### src/rtl/gs_divider_seq.sv
// Iterative Goldschmidt divider: one shared N/D multiplier pair, one iteration per cycle.
// Latency ITER+2 cycles (zero operands 1 cycle); start is ignored while busy and never queued.
module gs_divider_seq #(
  parameter int EXP_W = 4,
  parameter int MAN_W = 3,
  parameter int BIAS  = 7,
  parameter int ITER  = 3,
  parameter int GUARD = 4
) (
  input  logic                   clk,
  input  logic                   rst,
  input  logic                   start,
  input  logic [EXP_W+MAN_W:0]   a,
  input  logic [EXP_W+MAN_W:0]   b,
  output logic                   busy,
  output logic                   valid,
  output logic [EXP_W+MAN_W:0]   q,
  output logic                   div0,
  output logic                   ovf,
  output logic                   unf
);

  localparam int W  = 1 + EXP_W + MAN_W;
  localparam int FW = 1 + MAN_W + GUARD;
  localparam int NW = FW + 1;
  localparam int EW = EXP_W + 2;
  localparam int CW = 4;

  typedef struct packed {
    logic             s;
    logic [EXP_W-1:0] e;
    logic [MAN_W-1:0] m;
  } fp_t;

  typedef enum logic [1:0] {ST_IDLE, ST_ITER, ST_NORM} state_t;

  state_t          state_q, state_d;
  logic [NW-1:0]   n_q, n_d, d_q, d_d;
  logic [EW-1:0]   e_q, e_d;
  logic            s_q, s_d;
  logic [CW-1:0]   cnt_q, cnt_d;
  logic            valid_d, div0_d, ovf_d, unf_d;
  logic [W-1:0]    q_d;

  fp_t             fa, fb;
  logic            a_zero, b_zero;
  logic [NW:0]     f;
  logic [2*NW:0]   prod_n, prod_d;
  logic [NW-1:0]   n_mul, d_mul;
  logic [NW-1:0]   n_norm;
  logic [EW-1:0]   e_adj, e_r;
  logic [NW:0]     rnd;
  logic            rnd_carry;
  logic [MAN_W-1:0] man_r;
  logic            res_ovf, res_unf;

  assign fa     = a;
  assign fb     = b;
  assign a_zero = (a[W-2:0] == '0);
  assign b_zero = (b[W-2:0] == '0);

  // F = 2 - D needs one extra integer bit; 2.0 sits at bit NW.
  assign f      = {1'b1, {NW{1'b0}}} - {1'b0, d_q};
  assign prod_n = {{(NW+1){1'b0}}, n_q} * {{NW{1'b0}}, f};
  assign prod_d = {{(NW+1){1'b0}}, d_q} * {{NW{1'b0}}, f};
  assign n_mul  = NW'(prod_n >> FW);
  assign d_mul  = NW'(prod_d >> FW);

  assign n_norm    = n_q[FW] ? n_q : (n_q << 1);
  assign e_adj     = n_q[FW] ? e_q : (e_q - EW'(1));
  // Half an ULP of the stored mantissa sits at bit GUARD; 2.0 at bit NW means carry-out.
  assign rnd       = {1'b0, n_norm} + ((NW+1)'(1) << GUARD);
  assign rnd_carry = rnd[NW];
  assign man_r     = rnd_carry ? '0 : MAN_W'(rnd >> (FW - MAN_W));
  assign e_r       = e_adj + EW'(rnd_carry);
  assign res_unf   = e_r[EW-1];
  assign res_ovf   = !e_r[EW-1] && e_r[EXP_W];

  always_comb begin
    state_d = state_q;
    n_d     = n_q;
    d_d     = d_q;
    e_d     = e_q;
    s_d     = s_q;
    cnt_d   = cnt_q;
    valid_d = 1'b0;
    q_d     = q;
    div0_d  = div0;
    ovf_d   = ovf;
    unf_d   = unf;
    case (state_q)
      ST_IDLE: begin
        if (start) begin
          div0_d = 1'b0;
          ovf_d  = 1'b0;
          unf_d  = 1'b0;
          s_d    = fa.s ^ fb.s;
          if (b_zero) begin
            q_d     = {fa.s ^ fb.s, {(W-1){1'b1}}};
            div0_d  = 1'b1;
            valid_d = 1'b1;
          end else if (a_zero) begin
            q_d     = '0;
            valid_d = 1'b1;
          end else begin
            n_d     = {2'b01, fa.m, {GUARD{1'b0}}};
            d_d     = {2'b01, fb.m, {GUARD{1'b0}}};
            e_d     = {2'b00, fa.e} - {2'b00, fb.e} + EW'(BIAS);
            cnt_d   = '0;
            state_d = ST_ITER;
          end
        end
      end
      ST_ITER: begin
        n_d   = n_mul;
        d_d   = d_mul;
        cnt_d = cnt_q + CW'(1);
        if (cnt_q == CW'(ITER - 1)) state_d = ST_NORM;
      end
      ST_NORM: begin
        valid_d = 1'b1;
        state_d = ST_IDLE;
        if (res_ovf) begin
          q_d   = {s_q, {(W-1){1'b1}}};
          ovf_d = 1'b1;
        end else if (res_unf) begin
          q_d   = '0;
          unf_d = 1'b1;
        end else begin
          q_d = {s_q, e_r[EXP_W-1:0], man_r};
        end
      end
      default: state_d = ST_IDLE;
    endcase
  end

  always_ff @(posedge clk or posedge rst) begin
    if (rst) begin
      state_q <= ST_IDLE;
      n_q     <= '0;
      d_q     <= '0;
      e_q     <= '0;
      s_q     <= 1'b0;
      cnt_q   <= '0;
      valid   <= 1'b0;
      q       <= '0;
      div0    <= 1'b0;
      ovf     <= 1'b0;
      unf     <= 1'b0;
    end else begin
      state_q <= state_d;
      n_q     <= n_d;
      d_q     <= d_d;
      e_q     <= e_d;
      s_q     <= s_d;
      cnt_q   <= cnt_d;
      valid   <= valid_d;
      q       <= q_d;
      div0    <= div0_d;
      ovf     <= ovf_d;
      unf     <= unf_d;
    end
  end

  assign busy = (state_q != ST_IDLE);

endmodule

### config.mk
export PLATFORM = sky130hd
export DESIGN_NAME = gs_divider_seq
export DESIGN_NICKNAME = d
export VERILOG_FILES = /design/src/rtl/gs_divider_seq.sv
export SDC_FILE = /design/constraint.sdc
export NUM_CORES = 1
export LEC_CHECK = 0
export CELL_PAD_IN_SITES_DETAIL_PLACEMENT = 2
export CELL_PAD_IN_SITES_GLOBAL_PLACEMENT = 2
export CORE_MARGIN = 4
export CORE_UTILIZATION = 36
export DETAILED_ROUTE_END_ITERATION = 7
export PLACE_DENSITY = 0.89
export SETUP_SLACK_MARGIN = 0.05
export SYNTH_ARGS = -nofsm -noshare
export SYNTH_HDL_FRONTEND = slang
export SYNTH_SLANG_ARGS = --single-unit
### constraint.sdc
create_clock -name clk -period 5.55 [get_ports clk]
set_input_delay 1.11 -clock clk [delete_from_list [all_inputs] [get_ports clk]]
set_output_delay 1.11 -clock clk [all_outputs]
set_load 0.005 [all_outputs]
==> metrics, run 1 <==
status complete, no violations; sequential share of the synthesized area 0.141; total of max-cap violations 0; Setup violations, final 0; Fmax about 0.18 GHz; Die Area around 24000 um^2; # fillers roughly 2300; layout cells sized above 1 0.137; Tcrit/Tclk final 0.976; Reg area about 1100 um^2; Yosys cell types 70; DR iter-0 viols about 190; IO Port Bufs 31; CTS Buffer Depth 2; Vias/cell approximately 5.3; vias 6189; hold path endpoint s_q; vias in the first global route about 7700; synth top area cells fa_1, dfrtp_1, ha_1; clock sink count 43; Post-Place Cells approximately 1200; leading area contributor after synthesis fa_1; clock-pin slew on the worst setup and hold paths 0.08 ns; Place WS -0.414 ns; Seq cells post-synth 43; initial antenna violation count 0; crit path launch type flop; H-tree depth 2; Mean Syn Cell Area around 9.1 um^2; Crit. End Element flop; die height ~150 um; Routed WL between 20000 and 30000 um; clock latency on the worst-skew pair ~0.32 ns; drt drc 0; critical path startpoint d_q[3]; num rows 53; Initial Util 0.365; Final Slew Violations 0; worst-case clock skew about 0.015 ns; Fin. Hold Viols 0; RSZ-0062 raised after global routing yes; Synth Instances approximately 840; R2R setup slack around 0.13 ns; top cell type's share of synthesized area 0.291; Worst slew margin 0.279; Synth Cell Area 7640 um^2; Num CTS Buffers 5; Ports 32; area of the multi-input gates ~6300 um^2; routability congestion estimate between 0.7 and 0.8; Critical R2R Capture n_q[7]; clock root buffer clkbuf_16; first-pass GRT wire length roughly 43000 um; reg-to-reg critical path startpoint d_q[3]; Top FF cell, synth dfrtp_1; antenna fix cells 0; Yosys Warn Count 0; DP Wirelength ~20000 um; Worst Path Arrival around 5.6 ns; per-cell routed wire length approximately 23 um; Die Wd between 150 and 200 um; total grt overflow 0; FF-to-FF path depth 20; Final nets ~1100; post-route insts no fill 1170; GRT Util Overall 0.232; worst hold path type reg2reg; largest net degree at the start of global routing 44; Slew @ Worst Pin between 1 and 1.5 ns; DR pass1 iterations 4; Setup TNS Final 0 ns; Crit Path Max Fanout 8; Worst Path Class, Setup reg2reg; critical path required time between 5 and 6 ns; final setup margin approximately 0.13 ns; Routed Antenna Nets 0; ys async rst share 1.00; crit path time final roughly 5.4 ns; area of the core roughly 21000 um^2; CTS tree yes; EDFF count, synth 0; Hold Startpoint s_q; Area Overhead vs Synth 18.9%; worst hold path cell count 2
synth_stat cells (all sizes together), types with 3 or more instances:
cell type and number:
nand2b 58, xnor2 28, or4 3, a22o 3
nand2 40, and2 26, nor2 44, dfrtp 43
nor2b 55, a21oi 14, mux2 4, a22oi 5
clkbuf 30, a32o 3, fa 111, ha 78
or3 5, o21ai 26, inv 159, nor4 10
nor3 11, o21a 3, o22ai 4, a21o 8
nand4 5, a211oi 3, mux2i 5, nor3b 4
xor2 3, nand3b 3, a221oi 3, nand3 9
cells by family (layout without fill, tap and decap cells):
group	after synthesis	count (layout)	synth area share
AO/OA/AOI/OAI	96	96	0.0894
XOR/XNOR	31	31	0.0375
adder cells (fa/ha/maj)	189	189	0.419
buffers and inverters	193	241	0.0960
flip-flops	43	43	0.141
multiplexers	9	9	0.0124
other	2	7	0.000983
AND/OR/NAND/NOR	279	279	0.204
layout make-up:
cell class / count / share of cell area
Clock buffer: 7 / 0.0168
Clock inverter: 1 / 0.000826
Inverter: 161 / 0.0665
Multi-Input combinational cell: 611 / 0.691
Sequential cell: 43 / 0.119
Tap cell: 275 / 0.0379
Timing Repair Buffer: 72 / 0.0688
registers in the layout, indices dropped and copies added (netlist names):
register	count
q	8
d_q	9
ovf	1
n_q	9
div0	1
e_q	6
s_q	1
cnt_q	4
state_q	2
valid	1
unf	1
metal layers:
layer  up-vias  routed length (um)  global-route usage
li1       2762                   -                   -
met1      3208               10000               0.258
met2       151               14700               0.441
met3        68                 819              0.0307
met4         0                1150              0.0992
met5         -                   0                   0
cell usage in the layout (no fill, tap or decap), types with 7 or more instances in the layout:
| cell type | count |
|---|---|
| ha_1 | 61 |
| and2_1 | 26 |
| nand2b_1 | 53 |
| nor2b_1 | 48 |
| fa_1 | 110 |
| o21ai_0 | 12 |
| xnor2_1 | 25 |
| a21oi_1 | 10 |
| dfrtp_1 | 42 |
| o21ai_1 | 13 |
| nor4_1 | 8 |
| buf_4 | 39 |
| nand3_1 | 8 |
| nor3_1 | 7 |
| nand2_1 | 38 |
| a21o_1 | 8 |
| clkdlybuf4s50_1 | 31 |
| ha_4 | 12 |
| conb_1 | 7 |
| nor2_1 | 38 |
| inv_1 | 154 |
critical path, cell delays in order (launching register included):
cell      delay (ns)
dfrtp_1         0.40
or4_4           0.60
nor4_4          0.20
ha_4            0.27
buf_4           0.14
buf_6           0.13
nor2b_4         0.15
fa_1            0.47
fa_1            0.49
fa_1            0.51
inv_2           0.05
fa_1            0.54
inv_2           0.05
ha_4            0.26
o21a_1          0.17
nor2_4          0.06
nor3_4          0.17
o21ai_2         0.09
buf_6           0.13
o2111a_1        0.24
a221oi_2        0.16
worst max-delay path by stage:
| stage | to | slack [ns] | cells after the start |
|---|---|---|---|
| 2_1_floorplan | d_q[8] | 0.08 | 21 |
| 3_5_place_dp | d_q[8] | -0.41 | 18 |
| 5_1_grt | d_q[8] | -0.04 | 18 |
| 4_1_cts | d_q[8] | 0.04 | 18 |
| 6_report | n_q[7] | 0.13 | 20 |
| 3_3_place_gp | d_q[8] | 0.04 | 18 |
through the flow:
step | hold slack (ns) | utilization | instance area, um^2
finish | 0.494 | 0.434 | 9090
CTS | 0.501 | 0.424 | 8880
global route | 0.537 | 0.434 | 9090
detailed placement | 0.482 | 0.402 | 8420
floorplan | 0.442 | - | 7660
global placement | 0.461 | 0.402 | 8420
timing repair:
action	CTS	global route
gates resized for setup	48	38
endpoints found under the setup margin	14	13
buffers inserted	7	3
pin swaps	22	26
hold buffers	0	0
Power of run 1 is left out: the tool's default activity adds up to more than one toggle a clock period on the data nets, which glitch-free logic cannot reach.
==> inputs of run 2 (changes only) <==
--- a/config.mk
+++ b/config.mk
@@ -8,9 +8,10 @@
 export CELL_PAD_IN_SITES_DETAIL_PLACEMENT = 2
 export CELL_PAD_IN_SITES_GLOBAL_PLACEMENT = 2
 export CORE_MARGIN = 4
-export CORE_UTILIZATION = 36
+export CORE_UTILIZATION = 43
 export DETAILED_ROUTE_END_ITERATION = 7
-export PLACE_DENSITY = 0.89
+export GPL_ROUTABILITY_DRIVEN = 0
+export PLACE_DENSITY = 0.95
 export SETUP_SLACK_MARGIN = 0.05
 export SYNTH_ARGS = -nofsm -noshare
 export SYNTH_HDL_FRONTEND = slang
==> constraint.sdc (replaced) <==
create_clock -name clk -period 6.8 [get_ports clk]
set_input_delay 1.36 -clock clk [delete_from_list [all_inputs] [get_ports clk]]
set_output_delay 1.36 -clock clk [all_outputs]
set_load 0.005 [all_outputs]
==> run 2 against run 1 <==
Non-clock buffer count fell by 36; sequential share of layout area rose by 1.0 points; highest routed layer unchanged; register-to-register slack improved by 0.24 ns; via count rose by 2.3%; critical endpoint is now d_q[6]; largest cell class unchanged; clock-buffer cell count fell by 2.
==> metrics, run 2 (synthesis results as in run 1) <==
Crit Path Max Fanout 14; worst hold path type reg2reg; Initial Util 0.440; critical path required time 7.04 ns; Area Overhead vs Synth 9.43%; layout cells sized above 1 0.0338; crit path launch type flop; Crit. End Element flop; clock latency on the worst-skew pair 0.31 ns; Fin. Hold Viols 0; clock sink count 43; DP Wirelength ~21000 um; vias between 6000 and 7000; Placed Area just over 8000 um^2; commonest non-fill, non-tap cell in the layout inv_1; Tcrit/Tclk final 0.945; RSZ-0062 raised after global routing no; DR iter-0 viols between 300 and 400; DR pass1 iterations 5; CTS tree yes; Slew @ Worst Pin 1.29 ns; # fillers 1823; worst-case clock skew roughly 0.0096 ns; Vias/cell between 5 and 6; vias in the first global route 7847; final instance area around 8400 um^2; Fmax about 0.16 GHz; Die Wd ~140 um; total grt overflow 0; initial antenna violation count 0; Worst slew margin 0.137; total of max-cap violations 0; commonest cells after routing, fill and taps aside inv_1, fa_1, ha_1; status complete, no violations; Num CTS Buffers 5; post-CTS setup buffers 0; CTS Buffer Depth 2; GRT Util Overall 0.305; first-pass GRT wire length about 46000 um; Die Area ~20000 um^2; Setup TNS Final 0 ns; clock root buffer clkbuf_16; IO Port Bufs 31; Setup violations, final 0; Final nets about 1100; Worst Path Arrival between 6 and 7 ns; H-tree depth 2; top flop regs d_q x9, n_q x9, q x8; area of the core 17400 um^2; Routed WL slightly below 30000 um; antenna fix cells 0; drt drc 0; Worst Path Class, Setup reg2reg; hold_buf cts 0; Routed Antenna Nets 0; clock-pin slew on the worst setup and hold paths 0.07 ns; Ports 32; crit path time final about 6.4 ns; largest net degree at the start of global routing 44; Final Slew Violations 0; num rows 48; per-cell routed wire length approximately 27 um; cts repair resizes 0; die height 141 um
==> run 2: changes by cell type in the layout (fill, tap and decap cells not counted), moves of 5 or more <==
cell | before | now
ha_1 | 61 | 78
nor2_1 | 38 | 43
nand2b_1 | 53 | 58
ha_2 | 5 | 0
ha_4 | 12 | 0
nor2b_1 | 48 | 55
buf_4 | 39 | 5
==> run 2: worst paths after layout <==
kind                            slack [ns]   start  cells past startpoint    endpoint
worst max-delay path                  0.37  d_q[3]                     18      d_q[6]
worst min-delay path                  0.50    div0                      2        div0
worst max register to register        0.37  d_q[3]                     18      d_q[6]
worst min register to register        0.50    div0                      2        div0
max in group asynchronous             4.50     rst                      2  state_q[0]
min in group asynchronous             1.62     rst                      2      d_q[5]
==> run 2: per-stage QoR <==
stage               setup slack (ns)   util  hold WS, ns  std cells
floorplan                       1.25      -        0.442        847
global placement               0.904  0.470        0.459       1076
detailed placement             0.461  0.470        0.482       1076
CTS                            0.352  0.481        0.511       1084
global route                   0.110  0.482        0.538       1084
finish                         0.374  0.482        0.498       1084
==> run 2: cell type report <==
type | instances | area, um^2 | area share
flip-flops and latches | 43 | 1080 | 0.129
inverters | 161 | 604 | 0.0723
clock inverters | 3 | 71.3 | 0.00853
multi-input cells | 611 | 5850 | 0.700
clock buffers | 5 | 125 | 0.0150
well taps | 225 | 282 | 0.0337
repair buffers | 36 | 348 | 0.0416
==> run 2: layer usage <==
| metal | global-route usage | up-vias | routed length, um |
|---|---|---|---|
| met5 | 0 | - | 0 |
| met4 | 0.212 | 0 | 2370 |
| met3 | 0.0495 | 126 | 1020 |
| met2 | 0.552 | 221 | 15300 |
| met1 | 0.323 | 3303 | 10500 |
| li1 | - | 2682 | - |
==> run 2: worst max-delay path, stage by stage, from the launching register on <==
cell and delay, ns:
dfrtp_1 0.57, or4_4 0.66, nor4_1 0.22, ha_1 0.48, nand2b_1 0.28, fa_1 0.57, inv_1 0.07, fa_1 0.48
fa_1 0.50, inv_1 0.07, fa_1 0.54, inv_1 0.05, ha_1 0.33, o21ai_0 0.10, a22oi_1 0.32, nand2_1 0.27
o22ai_1 0.35, mux2_2 0.38, o21ai_1 0.13
Power of run 2 is left out for the same reason.
==> inputs of run 3 (changes only) <==
--- a/config.mk
+++ b/config.mk
@@ -7,6 +7,7 @@
 export LEC_CHECK = 0
 export CELL_PAD_IN_SITES_DETAIL_PLACEMENT = 2
 export CELL_PAD_IN_SITES_GLOBAL_PLACEMENT = 2
+export CORE_ASPECT_RATIO = 0.5
 export CORE_MARGIN = 4
 export CORE_UTILIZATION = 43
 export DETAILED_ROUTE_END_ITERATION = 7
==> run 3 against run 2 <==
Register-to-register slack lost 0.22 ns; critical path depth is the same; core utilization grew 0.062 points; clock skew grew 0.0038 ns; largest cell class unchanged; highest routed layer is now met5.
==> metrics, run 3 (synthesis results as in run 1) <==
Die Wd about 200 um; area of the multi-input gates slightly below 6000 um^2; num rows 34; vias ~6700; Routed Antenna Nets 0; Final Slew Violations 0; area of the core 17400 um^2; final core utilization 0.482; Crit path max-delay family adder cells; initial antenna violation count 1; per-cell routed wire length 31.6 um; DR pass1 iterations 5; GRT Util Overall 0.352; Initial Util 0.439; commonest non-fill, non-tap cell in the layout inv_1; H-tree depth 2; worst hold path type reg2reg; Fmax roughly 0.15 GHz; commonest cells after routing, fill and taps aside inv_1, fa_1, ha_1; worst-case clock skew 0.0134 ns; total of max-cap violations 0; hold_buf cts 0; FF-to-FF path depth 18; WP buf/inv 3; clock latency on the worst-skew pair roughly 0.31 ns; Crit-path slowest cell or4_4; RSZ-0062 raised after global routing no; vias in the first global route between 7000 and 8000; DP Wirelength 22100 um; IO Port Bufs 31; clock sink count 43; antenna fix cells 0; reg-to-reg critical path startpoint d_q[3]; die height between 100 and 150 um; status complete, no violations; R2R setup slack 0.15 ns; Routed WL about 35000 um; hold path endpoint unf; Slew @ Worst Pin 1.25 ns; CTS tree yes; Critical R2R Capture n_q[6]; Hold Startpoint unf; critical path required time roughly 7.0 ns; worst hold path cell count 1; final setup margin between 0.15 and 0.2 ns; largest net degree at the start of global routing 44; final instance area around 8400 um^2; Setup violations, final 0; Worst slew margin 0.162; # fillers approximately 1800; Worst Path Class, Setup reg2reg; Die Area about 20000 um^2; Place WS roughly 0.37 ns; CTS Buffer Depth 2; clock root buffer clkbuf_16; total grt overflow 0; Ports 32; crit path time final around 6.6 ns; Vias/cell approximately 6.1; Fin. Hold Viols 0; Reg area roughly 1100 um^2; Setup TNS Final 0 ns; Num CTS Buffers 5; first-pass GRT wire length approximately 52000 um; drt drc 0; Area Overhead vs Synth 9.84%; top flop regs d_q x9, n_q x9, q x8; DR iter-0 viols between 600 and 700; crit path launch type flop; Crit. End Element flop; layout cells sized above 1 0.0442; Placed Area 8170 um^2; max incr delay on CP about 0.62 ns; Tcrit/Tclk final 0.978; Crit Path Max Fanout 14; CP Cell Sequence or4_4 -> nor4_1 -> ha_2 -> nand2b_1 -> fa_1 -> inv_1 -> fa_1 -> inv_1 -> fa_1 -> inv_1 -> fa_1 -> ha_1 -> a21o_1 -> a21oi_1 -> a21oi_1 -> o21ai_2 -> or4b_1 -> nand3b_1; clock-pin slew on the worst setup and hold paths 0.09 ns; Critical Path Most Common Cell fa_1; Final nets about 1100; Worst Path Arrival 6.87 ns
run 3: timing repair:
action,in CTS,in global routing
endpoints found under the setup margin,0,5
gates resized for setup,0,10
setup buffers,0,0
run 3: through the flow:
stage / hold WS [ns] / instances
global placement: 0.458 / 1085
detailed placement: 0.470 / 1085
global route: 0.533 / 1093
finish: 0.515 / 1093
CTS: 0.514 / 1093
floorplan: 0.442 / 847
run 3: worst reg2reg max path: cells and delay by family (launching register included):
kind,cells,cell delay [ns]
compound gates,4,1.06
flops,1,0.53
simple gates,5,1.83
buf+inv,3,0.25
fa+ha+maj,6,2.90
run 3: routing by layer:
metal	part of all wire	global-route usage	wire, um	vias up
met5	0.00038	0	13	-
met4	0.036	0.131	1240	2
met3	0.074	0.0800	2560	101
met2	0.47	0.603	16400	361
met1	0.41	0.442	14300	3530
li1	-	-	-	2689
run 3: final cells by class:
class	instances	area share
Sequential cell	43	0.129
Clock inverter	3	0.00850
Tap cell	234	0.0349
Inverter	161	0.0720
Multi-Input combinational cell	611	0.699
Timing Repair Buffer	36	0.0414
Clock buffer	5	0.0149
run 3: how the worst max path moves through the flow:
stage                     cells past startpoint      to  slack (ns)  startpoint
after global routing                         20  n_q[6]        0.06      d_q[0]
final                                        18  n_q[6]        0.15      d_q[3]
after global placement                       18  d_q[8]        0.95      d_q[3]
after floorplan                              21  d_q[8]        1.25      d_q[0]
after CTS                                    18  d_q[8]        0.13      d_q[3]
after detailed placement                     18  n_q[6]        0.37      d_q[2]
Power of run 3 is left out for the same reason.
